===== src/rtl/regfile_dump_if.sv =====
// Output word stream of regfile_dump: valid/ready handshake carrying a data word, its register index and a last flag.
interface regfile_dump_if;
  logic        out_valid;
  logic        out_ready;
  logic [31:0] out_data;
  logic [5:0]  out_idx;
  logic        out_last;

  modport master (output out_valid, out_data, out_idx, out_last, input out_ready);
  modport slave  (input out_valid, out_data, out_idx, out_last, output out_ready);
endinterface


===== src/rtl/regfile_dump.sv =====
// Streams registers FIRST_REG..NUM_REGS-1 out on a start pulse; REGFILE_DUMP_CHECKSUM_EN appends an XOR checksum word (idx 32).
// Two cycles per word minimum (LOAD + SEND), first out_valid 2 cycles after start; a word is held until out_ready.
module regfile_dump #(
  parameter int NUM_REGS  = 32,
  parameter int FIRST_REG = 0
) (
  input  logic           clk,
  input  logic           rst,
  input  logic           start,
  output logic [4:0]     rf_raddr,
  input  logic [31:0]    rf_rdata,
  regfile_dump_if.master out,
  output logic           busy,
  output logic           done
);
  localparam logic [4:0] FIRST_IDX = 5'(FIRST_REG);
  localparam logic [4:0] LAST_IDX  = 5'(NUM_REGS - 1);

`ifdef REGFILE_DUMP_CHECKSUM_EN
  typedef enum logic [2:0] {IDLE, LOAD, SEND, CSUM, FIN} state_t;
  logic [31:0] checksum_q, checksum_d;
`else
  typedef enum logic [2:0] {IDLE, LOAD, SEND, FIN} state_t;
`endif

  state_t      state_q, state_d;
  logic [4:0]  idx_q, idx_d;
  logic        out_valid_q, out_valid_d;
  logic [31:0] out_data_q, out_data_d;
  logic [5:0]  out_idx_q, out_idx_d;
  logic        out_last_q, out_last_d;
  logic        hs;

  assign hs            = out_valid_q && out.out_ready;
  assign rf_raddr      = idx_q;
  assign out.out_valid = out_valid_q;
  assign out.out_data  = out_data_q;
  assign out.out_idx   = out_idx_q;
  assign out.out_last  = out_last_q;
  assign busy          = (state_q != IDLE);
  assign done          = (state_q == FIN);

  always_comb begin
    state_d     = state_q;
    idx_d       = idx_q;
    out_valid_d = out_valid_q;
    out_data_d  = out_data_q;
    out_idx_d   = out_idx_q;
    out_last_d  = out_last_q;
`ifdef REGFILE_DUMP_CHECKSUM_EN
    checksum_d  = checksum_q;
`endif
    case (state_q)
      IDLE: begin
        if (start) begin
          idx_d   = FIRST_IDX;
`ifdef REGFILE_DUMP_CHECKSUM_EN
          checksum_d = '0;
`endif
          state_d = LOAD;
        end
      end
      LOAD: begin
        out_data_d  = rf_rdata;
        out_idx_d   = {1'b0, idx_q};
        out_valid_d = 1'b1;
`ifdef REGFILE_DUMP_CHECKSUM_EN
        out_last_d  = 1'b0;
`else
        out_last_d  = (idx_q == LAST_IDX);
`endif
        state_d     = SEND;
      end
      SEND: begin
        if (hs) begin
          out_valid_d = 1'b0;
          out_last_d  = 1'b0;
`ifdef REGFILE_DUMP_CHECKSUM_EN
          checksum_d  = checksum_q ^ out_data_q;
`endif
          if (idx_q != LAST_IDX) begin
            idx_d   = idx_q + 5'd1;
            state_d = LOAD;
          end else begin
`ifdef REGFILE_DUMP_CHECKSUM_EN
            state_d = CSUM;
`else
            state_d = FIN;
`endif
          end
        end
      end
`ifdef REGFILE_DUMP_CHECKSUM_EN
      // First cycle here presents the folded checksum, then it is held like any word.
      CSUM: begin
        if (!out_valid_q) begin
          out_data_d  = checksum_q;
          out_idx_d   = 6'd32;
          out_last_d  = 1'b1;
          out_valid_d = 1'b1;
        end else if (hs) begin
          out_valid_d = 1'b0;
          out_last_d  = 1'b0;
          state_d     = FIN;
        end
      end
`endif
      FIN: begin
        idx_d   = '0;
        state_d = IDLE;
      end
      default: state_d = IDLE;
    endcase
  end

  always_ff @(posedge clk) begin
    if (rst) begin
      state_q     <= IDLE;
      idx_q       <= '0;
      out_valid_q <= 1'b0;
      out_data_q  <= '0;
      out_idx_q   <= '0;
      out_last_q  <= 1'b0;
`ifdef REGFILE_DUMP_CHECKSUM_EN
      checksum_q  <= '0;
`endif
    end else begin
      state_q     <= state_d;
      idx_q       <= idx_d;
      out_valid_q <= out_valid_d;
      out_data_q  <= out_data_d;
      out_idx_q   <= out_idx_d;
      out_last_q  <= out_last_d;
`ifdef REGFILE_DUMP_CHECKSUM_EN
      checksum_q  <= checksum_d;
`endif
    end
  end
endmodule


===== src/flat_wrapper.sv =====
// flat-port wrapper written by rule: the top's interface ports become plain ports
module regfile_dump_flat 
#(
  parameter int NUM_REGS  = 32,
  parameter int FIRST_REG = 0
)
  (clk, rst, start, rf_raddr, rf_rdata, busy, done, out_out_valid, out_out_data, out_out_idx, out_out_last, out_out_ready);
  regfile_dump_if out_i ();
  input  logic clk;
  input  logic rst;
  input  logic start;
  output logic [4:0] rf_raddr;
  input  logic [31:0] rf_rdata;
  output logic busy;
  output logic done;
  output wire logic [$bits(out_i.out_valid)-1:0] out_out_valid;
  output wire logic [$bits(out_i.out_data)-1:0] out_out_data;
  output wire logic [$bits(out_i.out_idx)-1:0] out_out_idx;
  output wire logic [$bits(out_i.out_last)-1:0] out_out_last;
  input wire logic [$bits(out_i.out_ready)-1:0] out_out_ready;
  assign out_out_valid = out_i.out_valid;
  assign out_out_data = out_i.out_data;
  assign out_out_idx = out_i.out_idx;
  assign out_out_last = out_i.out_last;
  assign out_i.out_ready = out_out_ready;
  regfile_dump #(.NUM_REGS(NUM_REGS), .FIRST_REG(FIRST_REG)) u_core (.clk(clk), .rst(rst), .start(start), .rf_raddr(rf_raddr), .rf_rdata(rf_rdata), .out(out_i), .busy(busy), .done(done));
endmodule

===== config.mk =====
export PLATFORM = sky130hd
export DESIGN_NAME = regfile_dump_flat
export DESIGN_NICKNAME = d
export VERILOG_FILES = /design/src/rtl/regfile_dump_if.sv /design/src/rtl/regfile_dump.sv /design/src/flat_wrapper.sv
export SDC_FILE = /design/constraint.sdc
export NUM_CORES = 1
export LEC_CHECK = 0
export ABC_AREA = 1
export CORE_UTILIZATION = 40
export DETAILED_ROUTE_END_ITERATION = 7
export PLACE_DENSITY = 0.76
export SLEW_MARGIN = 15
export SYNTH_ARGS = -nofsm -noshare
export SYNTH_HDL_FRONTEND = slang
export SYNTH_SLANG_ARGS = --single-unit

===== constraint.sdc =====
create_clock -name clk -period 1.5 [get_ports clk]
set_input_delay 0.375 -clock clk [delete_from_list [all_inputs] [get_ports clk]]
set_output_delay 0.375 -clock clk [all_outputs]
set_load 0.03 [all_outputs]

After elaboration in Yosys (flattened, before gate mapping)
Cells that the tools add are included.
- memories kept: 0
- bits in read-only memories: 0
- RAM bits: 0
- register bits: 47
- bits of input ports: 36
- latch bits: 0
- mux-type cells: 11
- add/subtract/negate cells: 1
- $mul: 0
- divide/modulo/power cells: 0
- shift-type cells: 0
- bitwise logic cells: 0
- eq/ne operators: 8
- order comparisons: 0
- reduce and logical (&&, ||, !) cells: 8
- operators with widths (cell ; count):
    $mux 5 ; 3
    $pmux 5 s3 ; 1
    $pmux 3 s3 ; 1
    $eq 3x2->1 const B ; 2
    $mux 3 ; 2
    $reduce_bool 3->1 ; 2
    $add 5x1->5 const B ; 1
    $eq 5x5->1 const B ; 1
    $ne 5x5->1 const B ; 1
    $ne 2x1->1 const B ; 2
    $pmux 1 s2 ; 2
    $reduce_and 2->1 ; 2
    $reduce_and 4->1 ; 1
    $eq 3x1->1 const B ; 1
    $logic_not 3->1 ; 1
    $mux 2 ; 1
    $ne 2x2->1 const B ; 1
    $reduce_bool 2->1 ; 1
    $logic_and 1x1->1 ; 1
    $mux 1 ; 1

Longest topological paths before layout
Gate-level depths: netlist of run 1.
- depth after elaboration: 4
- mapped depth: 10
- mapped depth without buffers: 10

Least setup slack after synthesis of run 1
OpenSTA, ideal clock, no wires.
- path type: register to register
- start: reg u_core.idx_q[1], in the netlist u_core.rf_raddr[1]
- end: reg u_core.idx_q[2], in the netlist u_core.rf_raddr[2]
- data required time: 1385 ps
- path buffers: 0
- slack: -130 ps
- stages on the path, launching flop included: 10
- data arrival time: 1515 ps
- path through: dfxtp_1 -> ha_1 -> nand2_1 -> nor2_1 -> ha_1 -> nand3_2 -> nand2_4 -> nor2_8 -> a21oi_1 -> nor2_1
- cells in the longest elaborated chain, start to end: 4
- RTL lines (item ; RTL line ; source):
    start, declared ; regfile_dump.sv:27 ; logic [4:0] idx_q, idx_d;
    start signal, assigned ; regfile_dump.sv:129 ; idx_q <= idx_d;
    $add 5x1->5 ; regfile_dump.sv:82 ; idx_d = idx_q + 5'd1;
    $mux 5 ; regfile_dump.sv:81 ; if (idx_q != LAST_IDX) begin
    $mux 5 ; regfile_dump.sv:75 ; if (hs) begin
    $pmux 5 s3 ; regfile_dump.sv:53 ; case (state_q)
Parallel ways exist; a longest one is shown, timed or not. The select of a mux whose other input is x is not followed.
A chain may end at the register's enable or synchronous reset.

Worst setup path after layout of run 1
- start: reg u_core.idx_q[0], in the netlist u_core.rf_raddr[0]
- end: reg u_core.idx_q[2], in the netlist u_core.rf_raddr[2]
Same word-level chain as after synthesis.

==> metrics, run 1 <==
outcome complete, no violations; syn nets 264; total global routing overflow 0; MaxCap Viol Count 0; total CTS buffers 5; DRC viols 0; ant diodes 0; Clock power frac 25.2%; port bufs 81; Yosys top cell by area dfxtp_1; critical path endpoint category register; Crit Path Max Fanout 5; Final Util 67.3%; Sw Share 34.7%; H-tree depth 2; RR Startpoint u_core.rf_raddr[0]; switching pwr 1270 uW; Seq/Total Area, Yosys 52.4%; arrival time at the worst endpoint 1.67 ns; Yosys reg bits 46; CP endpoint u_core.rf_raddr[2]; Die Y-Extent 68.3 um; clock-pin transition on the worst setup and hold timing paths 0.08 ns; Synth top area share 52.4%; layout cells sized above 1 13.5%; slowest stage delay, CP 0.39 ns; CP required 1.69 ns; Syn. warnings 0; initial DRC count 80; initial antenna violation count 0; worst hold path depth 2; final worst clock skew 0.00246 ns; uppermost routed layer met4; Critical Setup Path Class register to register; Gate Count Post-Synth 226; Cell Area, Synth 1760 sq um; gpl congestion 0.802; largest buffer count on any clock path 2; Pleak 0.00128 uW; power per standard cell area 1320 nW/um^2; num ports 83; Tmin final 1.48 ns; RSZ-0062 raised after global routing yes; worst path cell trace ha_4 -> nand2_2 -> nor2_2 -> ha_2 -> nand3_4 -> nand2_4 -> nor2_4 -> a21oi_2 -> nor2_1; Placed Cells incl. Taps 351; average size of a mapped cell 7.77 sq um; FF-to-FF path depth 9; Num Clock Sinks 46; wire per inst 11.5 um; CP max stage cell dfxtp_4; clock latency on the worst-skew pair 0.29 ns; met2 layer wire length in the routed design 1.84 mm; M1 WL 1.85 mm; Logic pwr share 33.7%; period utilization 98.4%; r2r setup slk 0.02 ns; Total GRT Usage 19.1%; remaining antenna violation count 0; Starting Density 42.7%; via count 1721; post-synthesis cell type count 23; FMAX 678 MHz; wire length on met3 416 um; min-delay worst type register to register; Detailed Route WL 4.15 mm; DPL Wire Length 2.70 mm; Hold-fix buffers, CTS 0; # rows 23; first-pass iteration count of the detailed router 4; Slew Viols, Final 0; P_int 2390 uW; Flop pwr share 41.0%; Setup crit start kind register; synthesis-to-layout area growth 57.6%; core area 4120 sq um; Die W 68.3 um; VDD IR max 784 uV; Hold Fails Final Rpt 0; vias in the first global route 1554; setup TNS 0 ns; Layout Cells excl Fill 361; CTS root buf clkbuf_8; TritonCTS clock tree built; nets@finish 349; first-pass GRT wire length 6.56 mm; Via density 4.77; setup violators final 0; DIE AREA 4660 sq um; main area contributors after synthesis dfxtp_1, nor2_1, o21ai_0, nand2_1, a21oi_1; largest net degree at the start of global routing 43; worst reg2reg endpoint u_core.rf_raddr[2]; Overall Power 3670 uW; Crit. Startpoint u_core.rf_raddr[0]
## layout by cell type, fill, tap and decap left out, types with 2 or more instances in the layout
master	instances
a21oi_2	2
nor2_2	2
buf_4	8
o21ai_0	37
nand3_1	4
clkdlybuf4s50_1	35
clkbuf_8	6
inv_2	3
dfxtp_1	42
nor2_1	73
dfxtp_2	2
dlygate4sd2_1	43
nand2_2	5
buf_12	2
nand2_1	14
nand2_4	2
a21oi_1	6
dfxtp_4	2
inv_1	9
## through the flow
stage	instance area, sq um	hold WS, ns	setup WS, ns
final	2770	0.479	0.0243
after detailed placement	2630	0.471	-0.0336
after CTS	2690	0.486	0.00718
after global routing	2770	0.498	-0.0484
after global placement	2630	0.460	-0.0212
after floorplan	1760	0.444	0.0121
## critical path, delay by kind of cell, from the launching register on
| kind | cells | cell delay, ns |
|---|---|---|
| compound gates | 1 | 0.13 |
| fa+ha+maj | 2 | 0.36 |
| flops | 1 | 0.39 |
| simple gates | 6 | 0.49 |
## how the worst min path moves through the flow
stage / slack (ns) / to / startpoint
global placement: 0.46 / u_core.out.out_data[3] / u_core.out.out_data[3]
floorplan: 0.44 / u_core.out.out_last / rst
global route: 0.50 / u_core.state_q[0] / u_core.state_q[0]
detailed placement: 0.47 / u_core.out.out_data[19] / u_core.out.out_data[19]
CTS: 0.49 / u_core.out.out_data[19] / u_core.out.out_data[19]
finish: 0.48 / u_core.out.out_data[14] / u_core.out.out_data[14]
## cell usage after synthesis
cell,instances
a21oi_1,8
a31oi_1,1
buf_2,4
buf_4,1
buf_6,2
clkbuf_1,4
clkbuf_2,1
conb_1,1
dfxtp_1,46
ha_1,2
inv_1,9
inv_2,3
nand2_1,18
nand2_2,1
nand2_4,2
nand3_1,4
nand3_2,2
nor2_1,75
nor2_8,1
nor3_1,1
nor3b_1,1
o21ai_0,37
o21ai_1,2
## repair_timing
| item | in CTS | in global routing |
|---|---|---|
| cloned | 0 | 1 |
| gates resized for setup | 44 | 18 |
| hold endpoints to repair | 0 | 0 |
| setup endpoints to repair | 44 | 7 |
| buffers inserted | 0 | 2 |
| pin swaps | 0 | 7 |
## final cells by class
type	instances	area, sq um
fillers	357	1350
flip-flops and latches	46	931
repair buffers	89	837
multi-input cells	157	781
clock buffers	6	82.6
well taps	50	62.6
inverters	12	45.0
clock inverters	1	30.0
## power groups by stage
| stage | Sequential [uW] | Clock (uW) | Combinational [uW] |
|---|---|---|---|
| floorplan | 1860 | 0 | 457 |
| global placement | 1530 | 0 | 1300 |
| detailed placement | 1530 | 0 | 1300 |
| global route | 1530 | 1000 | 1360 |
| CTS | 1500 | 957 | 1190 |
| finish | 1500 | 925 | 1240 |
## sequential cells by signal, indices dropped and copies added (netlist names)
register and count:
u_core.rf_raddr 5, u_core.state_q 2, u_core.out.out_idx 5, u_core.out.out_last 1
u_core.out.out_data 32, u_core.out.out_valid 1
## per-layer routing
layer | track usage (%) | vias up
met2 | 31.1 | 69
met1 | 21.7 | 759
met5 | 0 | -
met4 | 7.81 | 0
met3 | 8.33 | 5
li1 | - | 888
## logic make-up after synthesis
logic type,Yosys count,share of synthesized area (%)
AND/OR/NAND/NOR,105,25.6
flip-flops,46,52.4
adder cells (fa/ha/maj),2,1.42
buffers and inverters,24,6.55
other,1,0.213
AO/OA/AOI/OAI,48,13.7
No activity file was read; power rests on OpenSTA's default activity.
==> inputs of run 2 (changes only) <==
- TNS_END_PERCENT: not set -> 1
==> run 2 against run 1 <==
Critical path type is now register to output pin. Routed wire length down 2.7%. Count of clock-buffer cells in the layout unchanged. Critical endpoint is now rf_raddr[1]. Sequential power about the same.
==> metrics, run 2 (same netlist as run 1, synthesis figures left out) <==
DRC viols 0 (unchanged); slowest stage delay, CP 0.40 ns (was 0.39 ns); wire per inst 11.2 um (was 11.5 um); final worst clock skew 0.00175 ns (was 0.00246 ns); Num Clock Sinks 46 (unchanged); power per standard cell area 1330 nW/um^2 (was 1320 nW/um^2); FMAX 689 MHz (was 678 MHz); VDD IR max 785 uV (was 784 uV); via count 1698 (was 1721); GR Util met3 8.33% (unchanged); first-pass GRT wire length 6.56 mm (unchanged); CP required 1.12 ns (was 1.69 ns); Detailed Route WL 4.04 mm (was 4.15 mm); worst path cell trace dlygate4sd2_1 (was ha_4 -> nand2_2 -> nor2_2 -> ha_2 -> nand3_4 -> nand2_4 -> nor2_4 -> a21oi_2 -> nor2_1); port bufs 81 (unchanged); period utilization 96.8% (was 98.4%); total CTS buffers 5 (unchanged); min-delay worst type register to register (unchanged); H-tree depth 2 (unchanged); clock latency on the worst-skew pair 0.29 ns (about the same); Hold-fix buffers, CTS 0 (unchanged); TritonCTS clock tree built (unchanged); most frequent cells in the layout nor2_1, dlygate4sd2_1, dfxtp_1 (unchanged); clock-pin transition on the worst setup and hold timing paths 0.08 ns (about the same); initial DRC count 84 (was 80); Via density 4.73 (was 4.77); core area 4120 sq um (unchanged); setup violators final 0 (unchanged); critical path endpoint category output pin (was register); gpl congestion 0.802 (unchanged); vias in the first global route 1554 (unchanged); Die W 68.3 um (unchanged); CTS root buf clkbuf_8 (unchanged); DPL Wire Length 2.70 mm (unchanged); total global routing overflow 0 (unchanged); synthesis-to-layout area growth 55.6% (was 57.6%); Total GRT Usage 19.1% (unchanged); M2 GR Usage 31.1% (unchanged); Slew Viols, Final 0 (unchanged); Crit path max-delay family buffers and inverters (was simple AND/OR/NAND/NOR gates); CP max stage cell dlygate4sd2_1 (was dfxtp_4); commonest non-fill, non-tap cell in the layout nor2_1 (unchanged); DIE AREA 4660 sq um (unchanged); largest net degree at the start of global routing 43 (unchanged); Crit Path Max Fanout 5 (unchanged); nets@finish 347 (was 349); largest buffer count on any clock path 2 (unchanged); layout cells sized above 1 11.0% (was 13.5%); RSZ-0062 raised after global routing yes (unchanged); arrival time at the worst endpoint 1.08 ns (was 1.67 ns); worst path bufs/invs 1 (was 0); Critical Setup Path Class register to output pin (was register to register); Hold Fails Final Rpt 0 (unchanged); Placed Cells incl. Taps 351 (unchanged); max reg flops 32 (unchanged); Setup crit start kind register (unchanged); GR peak layer met2 (unchanged); setup TNS 0 ns (unchanged); Starting Density 42.7% (unchanged); GR Layer Usage met1 21.7% (unchanged); Die Y-Extent 68.3 um (unchanged); initial antenna violation count 0 (unchanged); num ports 83 (unchanged); ant diodes 0 (unchanged); MaxCap Viol Count 0 (unchanged); Tmin final 1.45 ns (was 1.48 ns); Final Worst Setup Slack 0.0478 ns (was 0.0243 ns); # rows 23 (unchanged); remaining antenna violation count 0 (unchanged); Layout Cells excl Fill 359 (was 361); outcome complete, no violations (unchanged); first-pass iteration count of the detailed router 4 (unchanged); dpl ws -0.0336 ns (unchanged); Pleak 0.00127 uW (was 0.00128 uW)
==> run 2: changes by cell type in the layout (fill, tap and decap cells not counted), moves of 2 or more <==
cell and delta:
nand2_2 -3, a21oi_1 +2, a21oi_2 -2, nand2_1 +3
==> run 2: worst reg2reg max path: stages (launching register included) <==
cell and delay, ns:
dfxtp_4 0.39, ha_4 0.14, nand2_2 0.06, nor2_2 0.11, ha_2 0.21, nand3_4 0.10
nand2_4 0.11, nor2_8 0.05, a21oi_1 0.13, nor2_1 0.05
==> run 2: through the flow <==
step	instance area [sq um]	hold slack, ns	utilization, %	total power, uW
6_report	2730	0.479	66.4	3620
5_1_grt	2730	0.498	66.4	3860
4_1_cts	2690	0.486	65.2	3650
3_5_place_dp	2630	0.471	63.8	2840
3_3_place_gp	2630	0.460	63.8	2820
2_1_floorplan	1760	0.444	-	2310
==> run 2: where the power goes <==
group          switching, uW  internal [uW]
clock network            389            533
registers                101           1400
logic                    753            443
==> run 2: worst paths after layout <==
kind / start / end / slack (ns) / cells after the start
worst max register to register: u_core.rf_raddr[0] / u_core.rf_raddr[2] / 0.07 / 9
worst max-delay path: u_core.rf_raddr[1] / rf_raddr[1] / 0.05 / 1
worst min register to register: u_core.out.out_data[14] / u_core.out.out_data[14] / 0.48 / 2
worst min-delay path: u_core.out.out_data[14] / u_core.out.out_data[14] / 0.48 / 2
==> run 2: area by class of cell <==
cell class | count | area, sq um
multi-input cells | 156 | 752
clock inverters | 1 | 30.0
well taps | 50 | 62.6
fillers | 358 | 1380
repair buffers | 88 | 830
clock buffers | 6 | 82.6
flip-flops and latches | 46 | 931
inverters | 12 | 45.0
==> run 2: timing repair <==
action / in CTS / in global routing
gates resized for setup: 44 / 12
gates cloned: 0 / 0
endpoints found under the setup margin: 44 / 7
buffers inserted: 0 / 1
pin swaps: 0 / 4
==> run 2: routing by layer <==
metal  wire, um  vias up
met1       1780      740
met5          0        -
li1           -      882
met3        413        5
met4         50        0
met2       1800       71
